[config.mk]
export PLATFORM = sky130hd
export DESIGN_NAME = updown_sweep_ctrl
export DESIGN_NICKNAME = d
export VERILOG_FILES = /design/src/rtl/updown_sweep_ctrl_pkg.sv /design/src/rtl/updown_load_counter.sv /design/src/rtl/updown_sweep_ctrl.sv
export SDC_FILE = /design/constraint.sdc
export NUM_CORES = 1
export LEC_CHECK = 0
export BUFFER_PORTS_ARGS = -buffer_cell sky130_fd_sc_hd__buf_2
export CELL_PAD_IN_SITES_DETAIL_PLACEMENT = 1
export CELL_PAD_IN_SITES_GLOBAL_PLACEMENT = 1
export CORE_UTILIZATION = 43
export CTS_CLUSTER_SIZE = 14
export DETAILED_ROUTE_END_ITERATION = 7
export PLACE_DENSITY_LB_ADDON = 0.1
export SYNTH_ARGS = -nofsm -noshare
export SYNTH_HDL_FRONTEND = slang
export SYNTH_SLANG_ARGS = --single-unit
[constraint.sdc]
create_clock -name clk -period 3.95 [get_ports clk]
set_input_delay 0.5925 -clock clk [delete_from_list [all_inputs] [get_ports clk]]
set_output_delay 0.5925 -clock clk [all_outputs]
set_load 0.1 [all_outputs]
[src/rtl/updown_sweep_ctrl_pkg.sv]
// rtl/updown_sweep_ctrl_pkg.sv - shared state encoding and default widths for the triangle sweep controller
package updown_sweep_ctrl_pkg;

    localparam int DEF_N       = 4;
    localparam int DEF_DWELL_W = 4;

    typedef enum logic [2:0] {
        ST_IDLE    = 3'd0,
        ST_UP      = 3'd1,
        ST_HOLD_HI = 3'd2,
        ST_DOWN    = 3'd3,
        ST_HOLD_LO = 3'd4
    } sweep_state_t;

endpackage

[src/rtl/updown_load_counter.sv]
// rtl/updown_load_counter.sv - loadable N-bit up/down counter, falling-edge, async active-low reset
module updown_load_counter #(
    parameter int N = 4
) (
    input  logic         clk,
    input  logic         reset_n,
    input  logic         load,
    input  logic [N-1:0] load_val,
    input  logic         en,
    input  logic         up,
    output logic [N-1:0] count
);

    localparam logic [N-1:0] ONE = 1;

    logic [N-1:0] count_q;
    logic [N-1:0] count_d;

    always_comb begin
        count_d = count_q;
        if (load) begin
            count_d = load_val;
        end else if (en) begin
            count_d = up ? (count_q + ONE) : (count_q - ONE);
        end
    end

    always_ff @(negedge clk or negedge reset_n) begin
        if (!reset_n) begin
            count_q <= '0;
        end else begin
            count_q <= count_d;
        end
    end

    assign count = count_q;

endmodule

[src/rtl/updown_sweep_ctrl.sv]
// rtl/updown_sweep_ctrl.sv - bounded lo->hi->lo sweep sequencer with per-bound dwell and continuous mode
module updown_sweep_ctrl
    import updown_sweep_ctrl_pkg::*;
#(
    parameter int N       = DEF_N,
    parameter int DWELL_W = DEF_DWELL_W
) (
    input  logic               clk,
    input  logic               reset_n,
    input  logic               start,
    input  logic               stop,
    input  logic               continuous,
    input  logic [N-1:0]       lo,
    input  logic [N-1:0]       hi,
    input  logic [DWELL_W-1:0] dwell,
    output logic [N-1:0]       count,
    output logic               dir_up,
    output logic               busy,
    output logic               at_bound,
    output logic               done
);

    localparam logic [DWELL_W-1:0] DW_ONE = 1;

    sweep_state_t       state_q, state_d;
    logic [N-1:0]       lo_q, lo_d;
    logic [N-1:0]       hi_q, hi_d;
    logic [DWELL_W-1:0] dwell_q, dwell_d;
    logic [DWELL_W-1:0] dcnt_q, dcnt_d;
    logic               done_q, done_d;

    logic               cnt_load;
    logic               cnt_en;
    logic               cnt_up;
    logic               exit_lo;

    updown_load_counter #(.N(N)) u_counter (
        .clk      (clk),
        .reset_n  (reset_n),
        .load     (cnt_load),
        .load_val (lo),
        .en       (cnt_en),
        .up       (cnt_up),
        .count    (count)
    );

    always_comb begin
        state_d  = state_q;
        lo_d     = lo_q;
        hi_d     = hi_q;
        dwell_d  = dwell_q;
        dcnt_d   = dcnt_q;
        done_d   = 1'b0;
        cnt_load = 1'b0;
        cnt_en   = 1'b0;
        cnt_up   = 1'b1;
        exit_lo  = 1'b0;

        if (stop) begin
            state_d = ST_IDLE;
        end else begin
            case (state_q)
                ST_IDLE: begin
                    if (start) begin
                        lo_d     = lo;
                        hi_d     = hi;
                        dwell_d  = dwell;
                        cnt_load = 1'b1;
                        // An empty or inverted range completes immediately without going busy.
                        if (lo < hi) begin
                            state_d = ST_UP;
                        end else begin
                            done_d = 1'b1;
                        end
                    end
                end
                ST_UP: begin
                    if (count != hi_q) begin
                        cnt_en = 1'b1;
                    end else if (dwell_q == '0) begin
                        state_d = ST_DOWN;
                        cnt_en  = 1'b1;
                        cnt_up  = 1'b0;
                    end else begin
                        state_d = ST_HOLD_HI;
                        dcnt_d  = dwell_q - DW_ONE;
                    end
                end
                ST_HOLD_HI: begin
                    if (dcnt_q == '0) begin
                        state_d = ST_DOWN;
                        cnt_en  = 1'b1;
                        cnt_up  = 1'b0;
                    end else begin
                        dcnt_d = dcnt_q - DW_ONE;
                    end
                end
                ST_DOWN: begin
                    if (count != lo_q) begin
                        cnt_en = 1'b1;
                        cnt_up = 1'b0;
                    end else if (dwell_q == '0) begin
                        exit_lo = 1'b1;
                    end else begin
                        state_d = ST_HOLD_LO;
                        dcnt_d  = dwell_q - DW_ONE;
                    end
                end
                ST_HOLD_LO: begin
                    if (dcnt_q == '0) begin
                        exit_lo = 1'b1;
                    end else begin
                        dcnt_d = dcnt_q - DW_ONE;
                    end
                end
                default: state_d = ST_IDLE;
            endcase

            // continuous is read live here so software can end a repeating sweep cleanly at lo.
            if (exit_lo) begin
                if (continuous) begin
                    state_d = ST_UP;
                    cnt_en  = 1'b1;
                end else begin
                    state_d = ST_IDLE;
                    done_d  = 1'b1;
                end
            end
        end
    end

    always_ff @(negedge clk or negedge reset_n) begin
        if (!reset_n) begin
            state_q <= ST_IDLE;
            lo_q    <= '0;
            hi_q    <= '0;
            dwell_q <= '0;
            dcnt_q  <= '0;
            done_q  <= 1'b0;
        end else begin
            state_q <= state_d;
            lo_q    <= lo_d;
            hi_q    <= hi_d;
            dwell_q <= dwell_d;
            dcnt_q  <= dcnt_d;
            done_q  <= done_d;
        end
    end

    assign busy     = (state_q != ST_IDLE);
    assign dir_up   = !((state_q == ST_DOWN) || (state_q == ST_HOLD_LO));
    assign at_bound = busy && ((count == lo_q) || (count == hi_q));
    assign done     = done_q;

endmodule

==> results of run 1 <==
through the flow:
| stage | cell area [µm²] | total power [mW] |
|---|---|---|
| 3_5_place_dp | 2150 | 1.75 |
| 4_1_cts | 2410 | 2.16 |
| 6_report | 2600 | 2.53 |
| 3_3_place_gp | 2150 | 1.67 |
| 2_1_floorplan | 1710 | 1.30 |
| 5_1_grt | 2600 | 2.61 |
flip-flops by register name, indices dropped and copies added, names as in the netlist:
signal	count
dcnt_q	4
lo_q	4
dwell_q	4
u_counter.count	4
done	1
hi_q	4
state_q	3
worst max-delay path by stage:
| stage | depth (start not counted) | to | start | slack, ps |
|---|---|---|---|---|
| after floorplan | 4 | at_bound | u_counter.count[3]$_DFFE_NN0P_ | -1070 |
| after global placement | 13 | u_counter.count[3]$_DFFE_NN0P_ | stop | -710 |
| after detailed placement | 13 | u_counter.count[3]$_DFFE_NN0P_ | stop | -860 |
| after CTS | 13 | u_counter.count[3]$_DFFE_NN0P_ | stop | -490 |
| after global routing | 14 | u_counter.count[3]$_DFFE_NN0P_ | stop | -650 |
| final | 13 | u_counter.count[3]$_DFFE_NN0P_ | stop | -590 |
kinds of logic (layout without fill, tap and decap cells):
kind of cell / count (synthesis) / in the layout / share of synthesized area [%]
adders and majority gates: 7 / 7 / 5.68
muxes: 7 / 7 / 4.41
buffers and inverters: 17 / 93 / 3.96
AOI/OAI and AO/OA: 47 / 47 / 20.2
xor gates and xnor gates: 9 / 9 / 4.71
DFF: 24 / 24 / 35.9
and+or+nand+nor: 80 / 80 / 25.1
what timing repair did:
action,4_1_cts,5_1_grt
pin swaps,12,16
cloned,0,0
setup endpoints to repair,7,7
resized for setup,19,19
buffers inserted,13,11
critical path, delay by kind of cell:
| family | cells | cell delay, ps |
|---|---|---|
| AO/OA/AOI/OAI | 8 | 1320 |
| AND/OR/NAND/NOR | 2 | 300 |
| buffers and inverters | 2 | 260 |
| adder cells (fa/ha/maj) | 1 | 220 |
power breakdown:
group          total, mW  internal (mW)  switching (mW)
clock              0.227          0.136          0.0917
sequential         0.508          0.366           0.142
combinational       1.79          0.729            1.06
total               2.53           1.23            1.30
layout by cell type (no fill, tap or decap), drive strengths merged, types with 2 or more instances in the layout:
master,synthesis,final
o2bb2ai,2,2
dfrtn,24,24
a211oi,3,3
o21a,2,2
buf,3,78
and3,2,2
nand3,3,3
nor3,4,4
xnor2,4,4
a21o,2,2
mux2,3,3
nand4,2,2
nand2b,4,4
o211a,2,2
a21oi,10,10
o21ai,14,14
inv,11,10
mux2i,4,4
a32oi,2,2
xor2,5,5
nand2,39,39
clkbuf,3,3
nor3b,2,2
nor2,11,11
a211o,2,2
nor4,4,4
ha,6,6
layer usage:
| metal | up-vias | track usage (%) | routed length, µm |
|---|---|---|---|
| met5 | - | 0 | 0 |
| met4 | 0 | 15.3 | 582 |
| met3 | 60 | 5.89 | 565 |
| met2 | 130 | 62.9 | 4240 |
| met1 | 981 | 39.7 | 3100 |
| li1 | 823 | - | - |
final cells by class:
cell class                 count  area share (%)
multi-input combinational    150            46.5
timing repair buffer          78            23.6
sequential                    24            23.1
tap                           48            2.31
inverter                      11            1.73
clock buffer                   3            1.59
clock inverter                 1            1.16
==> flow_metrics.py, run 1 <==
metrics = {
    "timing": {
        "worst_pin_slew_ps": 1040,
        "skew_ps": 1.66,
        "hold_ws_ps": 469,
        "final_max_slew_viol_count": 0,
        "tns_ps": -1900,
        "hold_viol": 0,
        "setup_ws_ps": -594,
        "setup_viol_count_final": 7,
        "rsz0062_at_grt": "true",
        "relSlewSlack_pct": 30.9,
    },
    "critical_path": {
        "worst-endpoint-arrival_ps": 2710,
        "cp_common_cell": "a21oi_2",
        "critPathKind": "in -> reg",
        "regToRegSetupSlack_ps": 410,
        "path_cells": "buf_8, nor3b_4, a32oi_2, a21oi_2, nand2_2, inv_2, ha_4, a21o_4, a211oi_2, a22o_1, a211o_1, a21oi_2, o21a_1",
        "r2r_end": "u_counter.count[3]$_DFFE_NN0P_",
        "endpoint_kind": "flip-flop",
        "slowest_stage": "ha_4",
        "cp.required_ps": 2110,
        "r2r_cells": 15,
        "r2r_start": "u_counter.count[2]$_DFFE_NN0P_",
        "critPathLaunchType": "input pin",
        "cp_max_fo": 4,
        "cpPeakStageDelay_ps": 220,
    },
    "flow_run": {
        "maxCapViolations": 0,
    },
    "layout": {
        "nFillCells": 405,
        "multi_input_area_um2": 1210,
        "final_cell_count_no_fill": 315,
        "seq_area_um2": 601,
        "drive_above_1_share_pct": 44.6,
        "utilization_pct": 70.4,
        "diodes": 0,
        "area_growth_pct": 55.2,
        "final_nets": 292,
    },
    "worst_hold_path": {
        "min_from": "lo_q[2]$_DFFE_NN0P_",
        "hold_path.class": "reg -> reg",
        "hold-path-cell-count": 2,
        "timing.hold.worst_endpoint": "lo_q[2]$_DFFE_NN0P_",
    },
    "floorplan": {
        "fp.dieH_um": 64.4,
        "dieArea_um2": 4140,
        "coreArea_um2": 3690,
        "ioPinCount": 25,
        "initial_core_util_pct": 45.4,
        "rows": 22,
        "fp.dieW_um": 64.4,
    },
    "cts": {
        "cts.htree.levels": 1,
        "cts_buffer_depth": 2,
        "cts_made_buffers": 3,
        "clock-sinks": 24,
        "clkLatencyLatePin_ps": 280,
        "cts_root_buf": "clkbuf_8",
        "cts_tree": "built",
        "postCtsHoldBufs": 0,
        "clk_pin_slew_ps": 60,
    },
    "route": {
        "drt_iter0_drc": 147,
        "drc_errors": 0,
        "ant_nets": 0,
        "drt-total-wl_um": 8490,
        "wire_per_inst_um": 27.0,
        "viasPerCell": 6.33,
        "dr.pass1.iters": 5,
        "num_vias": 1994,
    },
    "synth": {
        "synth_cells": 191,
        "ys.flop_type": "dfrtn_1",
        "synth_top_area_share_pct": 35.9,
        "avgSynthCellArea_um2": 8.76,
        "synth_warnings": 0,
        "ys_seq_area_share_pct": 35.9,
        "synth_edf_count": 0,
        "synth_seq_cells": 24,
        "synth_top_area_cell": "dfrtn_1",
        "ys_types": 51,
        "async_reset_ff_share_pct": 100,
        "syn-num-nets": 215,
        "synth_common_cells": "nand2_1 (39), dfrtn_1 (24), o21ai_0 (14)",
        "synth_area_leaders": "dfrtn_1 (36%), nand2_1 (8.8%), ha_1 (4.5%), o21ai_0 (4.2%), a21oi_1 (3.0%)",
        "yosysMostFrequentCell": "nand2_1",
        "syn_area_um2": 1670,
    },
    "grt": {
        "grt_usage_pct": 34.8,
        "grt_pass1_wl_um": 10600,
        "grt_pass1_vias": 2047,
        "grt.overflow.total": 0,
        "grt_start_max_net_pins": 25,
        "grt_antenna_before_repair": 0,
    },
    "status": {
        "outcome": "finished with violations",
        "violations": "setup timing",
    },
    "power": {
        "leakage_nw": 1.23,
        "vdd_ir_drop_max_mv": 0.742,
        "power_density_nw_per_um2": 974,
    },
    "placed_design": {
        "dp_worst_setup_slack_ps": -861,
        "dp.cells": 287,
        "gp_congestion": 0.875,
        "dp_hpwl_um": 3950,
        "io_buffers": 24,
    },
}
No activity file was read; power rests on OpenSTA's default activity.
==> run 2, diff against run 1 <==
Settings changed: CELL_PAD_IN_SITES_GLOBAL_PLACEMENT 1 to 2, CORE_UTILIZATION 43 to 34.
==> flow_metrics.py, run 2 (synthesized netlist as in run 1, its figures left out) <==
metrics = {
    "status": {
        "outcome": "finished with violations",
        "violations": "setup timing",
    },
    "placed_design": {
        "dp_hpwl_um": 4030,
        "dp.cells": 307,
        "dp_worst_setup_slack_ps": -889,
        "gp_congestion": 0.839,
        "io_buffers": 24,
    },
    "route": {
        "wl_met2_um": 2830,
        "ant_nets": 0,
        "drt-met1-wl_um": 2240,
        "drc_errors": 0,
        "drt_iter0_drc": 66,
        "wire_per_inst_um": 16.6,
        "highest_layer": "met4",
        "num_vias": 1661,
        "route.met3.wl_um": 152,
        "viasPerCell": 5.14,
        "dr.pass1.iters": 4,
        "drt-total-wl_um": 5350,
    },
    "power": {
        "power_density_nw_per_um2": 888,
        "finalPower_mw": 2.22,
        "leakage_nw": 1.17,
        "vdd_ir_drop_max_mv": 0.428,
    },
    "timing": {
        "final_max_slew_viol_count": 0,
        "worst_pin_slew_ps": 807,
        "hold_viol": 0,
        "tns_ps": -1040,
        "skew_ps": 3.04,
        "relSlewSlack_pct": 46.2,
        "rsz0062_at_grt": "true",
        "setup_ws_ps": -435,
        "setup_viol_count_final": 5,
    },
    "floorplan": {
        "coreArea_um2": 4720,
        "initial_core_util_pct": 35.4,
        "ioPinCount": 25,
        "fp.dieH_um": 72.1,
        "dieArea_um2": 5200,
        "fp.dieW_um": 72.1,
        "rows": 25,
    },
    "critical_path": {
        "regToRegSetupSlack_ps": 600,
        "r2r_end": "u_counter.count[3]$_DFFE_NN0P_",
        "cp_max_fo": 4,
        "worst-endpoint-arrival_ps": 2560,
        "cp_top_family": "compound AO/OA/AOI/OAI gates",
        "critical_path_depth": 15,
        "critPathLaunchType": "input pin",
        "critPathKind": "in -> reg",
        "cp_num_buf_inv": 5,
        "r2r_cells": 12,
        "slowest_stage": "ha_4",
        "path_cells": "buf_8, clkinvlp_4, a32oi_2, a21oi_2, nand2_2, inv_2, ha_4, a21o_4, a21oi_4, buf_6, a22o_1, buf_4, a2111oi_4, o21bai_1, o21a_1",
        "endpoint_kind": "flip-flop",
        "r2r_start": "dwell_q[1]$_DFFE_NN0P_",
        "endpoint": "u_counter.count[3]$_DFFE_NN0P_",
        "cpPeakStageDelay_ps": 260,
        "cp.required_ps": 2120,
        "crit_start": "stop",
    },
    "cts": {
        "clkLatencyLatePin_ps": 290,
        "clock-sinks": 24,
        "cts_root_buf": "clkbuf_8",
        "postCtsHoldBufs": 0,
        "cts_buffer_depth": 2,
        "clk_pin_slew_ps": 70,
        "cts_made_buffers": 3,
        "cts.htree.levels": 1,
        "cts_tree": "built",
    },
    "flow_run": {
        "maxCapViolations": 0,
    },
    "layout": {
        "drive_above_1_share_pct": 40.2,
        "diodes": 0,
        "utilization_pct": 52.8,
        "final_cell_count_no_fill": 323,
        "final_nets": 281,
        "area_growth_pct": 49.1,
        "layout_common_cells": "buf_4 (41), nand2_1 (38), dfrtn_1 (24), buf_2 (17), o21ai_0 (12)",
        "layout_commonest_cell": "buf_4",
    },
    "grt": {
        "grt_antenna_before_repair": 0,
        "grt_pass1_wl_um": 8730,
        "grt_usage_pct": 22.2,
        "grt_start_max_net_pins": 25,
        "grt_pass1_vias": 1811,
        "grt.overflow.total": 0,
    },
    "worst_hold_path": {
        "hold_path.class": "reg -> reg",
    },
}
==> run 2: cell count changes in the layout (fill, tap and decap cells not counted), moves of 2 or more <==
cell     change
xnor2_1      +3
xor2_1       +2
buf_6        -2
buf_12       +2
xnor2_2      -3
buf_4       -10
==> run 2: area by class of cell <==
class	count	area [µm²]
repair buffers	67	551
fillers	555	2230
clock buffers	3	41.3
multi-input cells	150	1140
clock inverters	1	30.0
flip-flops and latches	24	601
well taps	67	83.8
inverters	11	45.0
==> run 2: timing repair <==
item                                   CTS  global route
resized for setup                       18            11
buffers inserted                        11             4
endpoints found under the hold margin    0             0
setup endpoints to repair                5             6
pin swaps                               11             6
==> run 2: worst min-delay path, cell delays in order (launching register included) <==
cell,delay (ps)
dfrtn_1,430
nand2_1,60
nand2_1,50
==> run 2: worst min path at each step <==
stage	depth (start not counted)	end	startpoint
5_1_grt	2	lo_q[0]$_DFFE_NN0P_	lo_q[0]$_DFFE_NN0P_
3_3_place_gp	2	lo_q[1]$_DFFE_NN0P_	lo_q[1]$_DFFE_NN0P_
4_1_cts	2	lo_q[0]$_DFFE_NN0P_	lo_q[0]$_DFFE_NN0P_
6_report	2	lo_q[0]$_DFFE_NN0P_	lo_q[0]$_DFFE_NN0P_
3_5_place_dp	2	lo_q[0]$_DFFE_NN0P_	lo_q[0]$_DFFE_NN0P_
2_1_floorplan	2	lo_q[1]$_DFFE_NN0P_	lo_q[1]$_DFFE_NN0P_
==> run 2: report_power, final <==
group	switching (mW)	leakage, nW	internal (mW)	total [mW]
logic	0.849	0.838	0.661	1.51
clock network	0.0961	0.0357	0.136	0.232
registers	0.107	0.295	0.366	0.474
==> run 2: routing by layer <==
layer  vias to the layer above  track usage (%)
met4                         0             10.0
met3                        13             2.50
met2                        37             39.9
met1                       811             26.4
li1                        800                -
met5                         -                0
==> run 2: stage by stage <==
stage / hold WS [ps] / area, µm²
finish: 444 / 2490
global route: 463 / 2490
CTS: 447 / 2420
detailed placement: 445 / 2210
global placement: 445 / 2210
floorplan: 426 / 1710
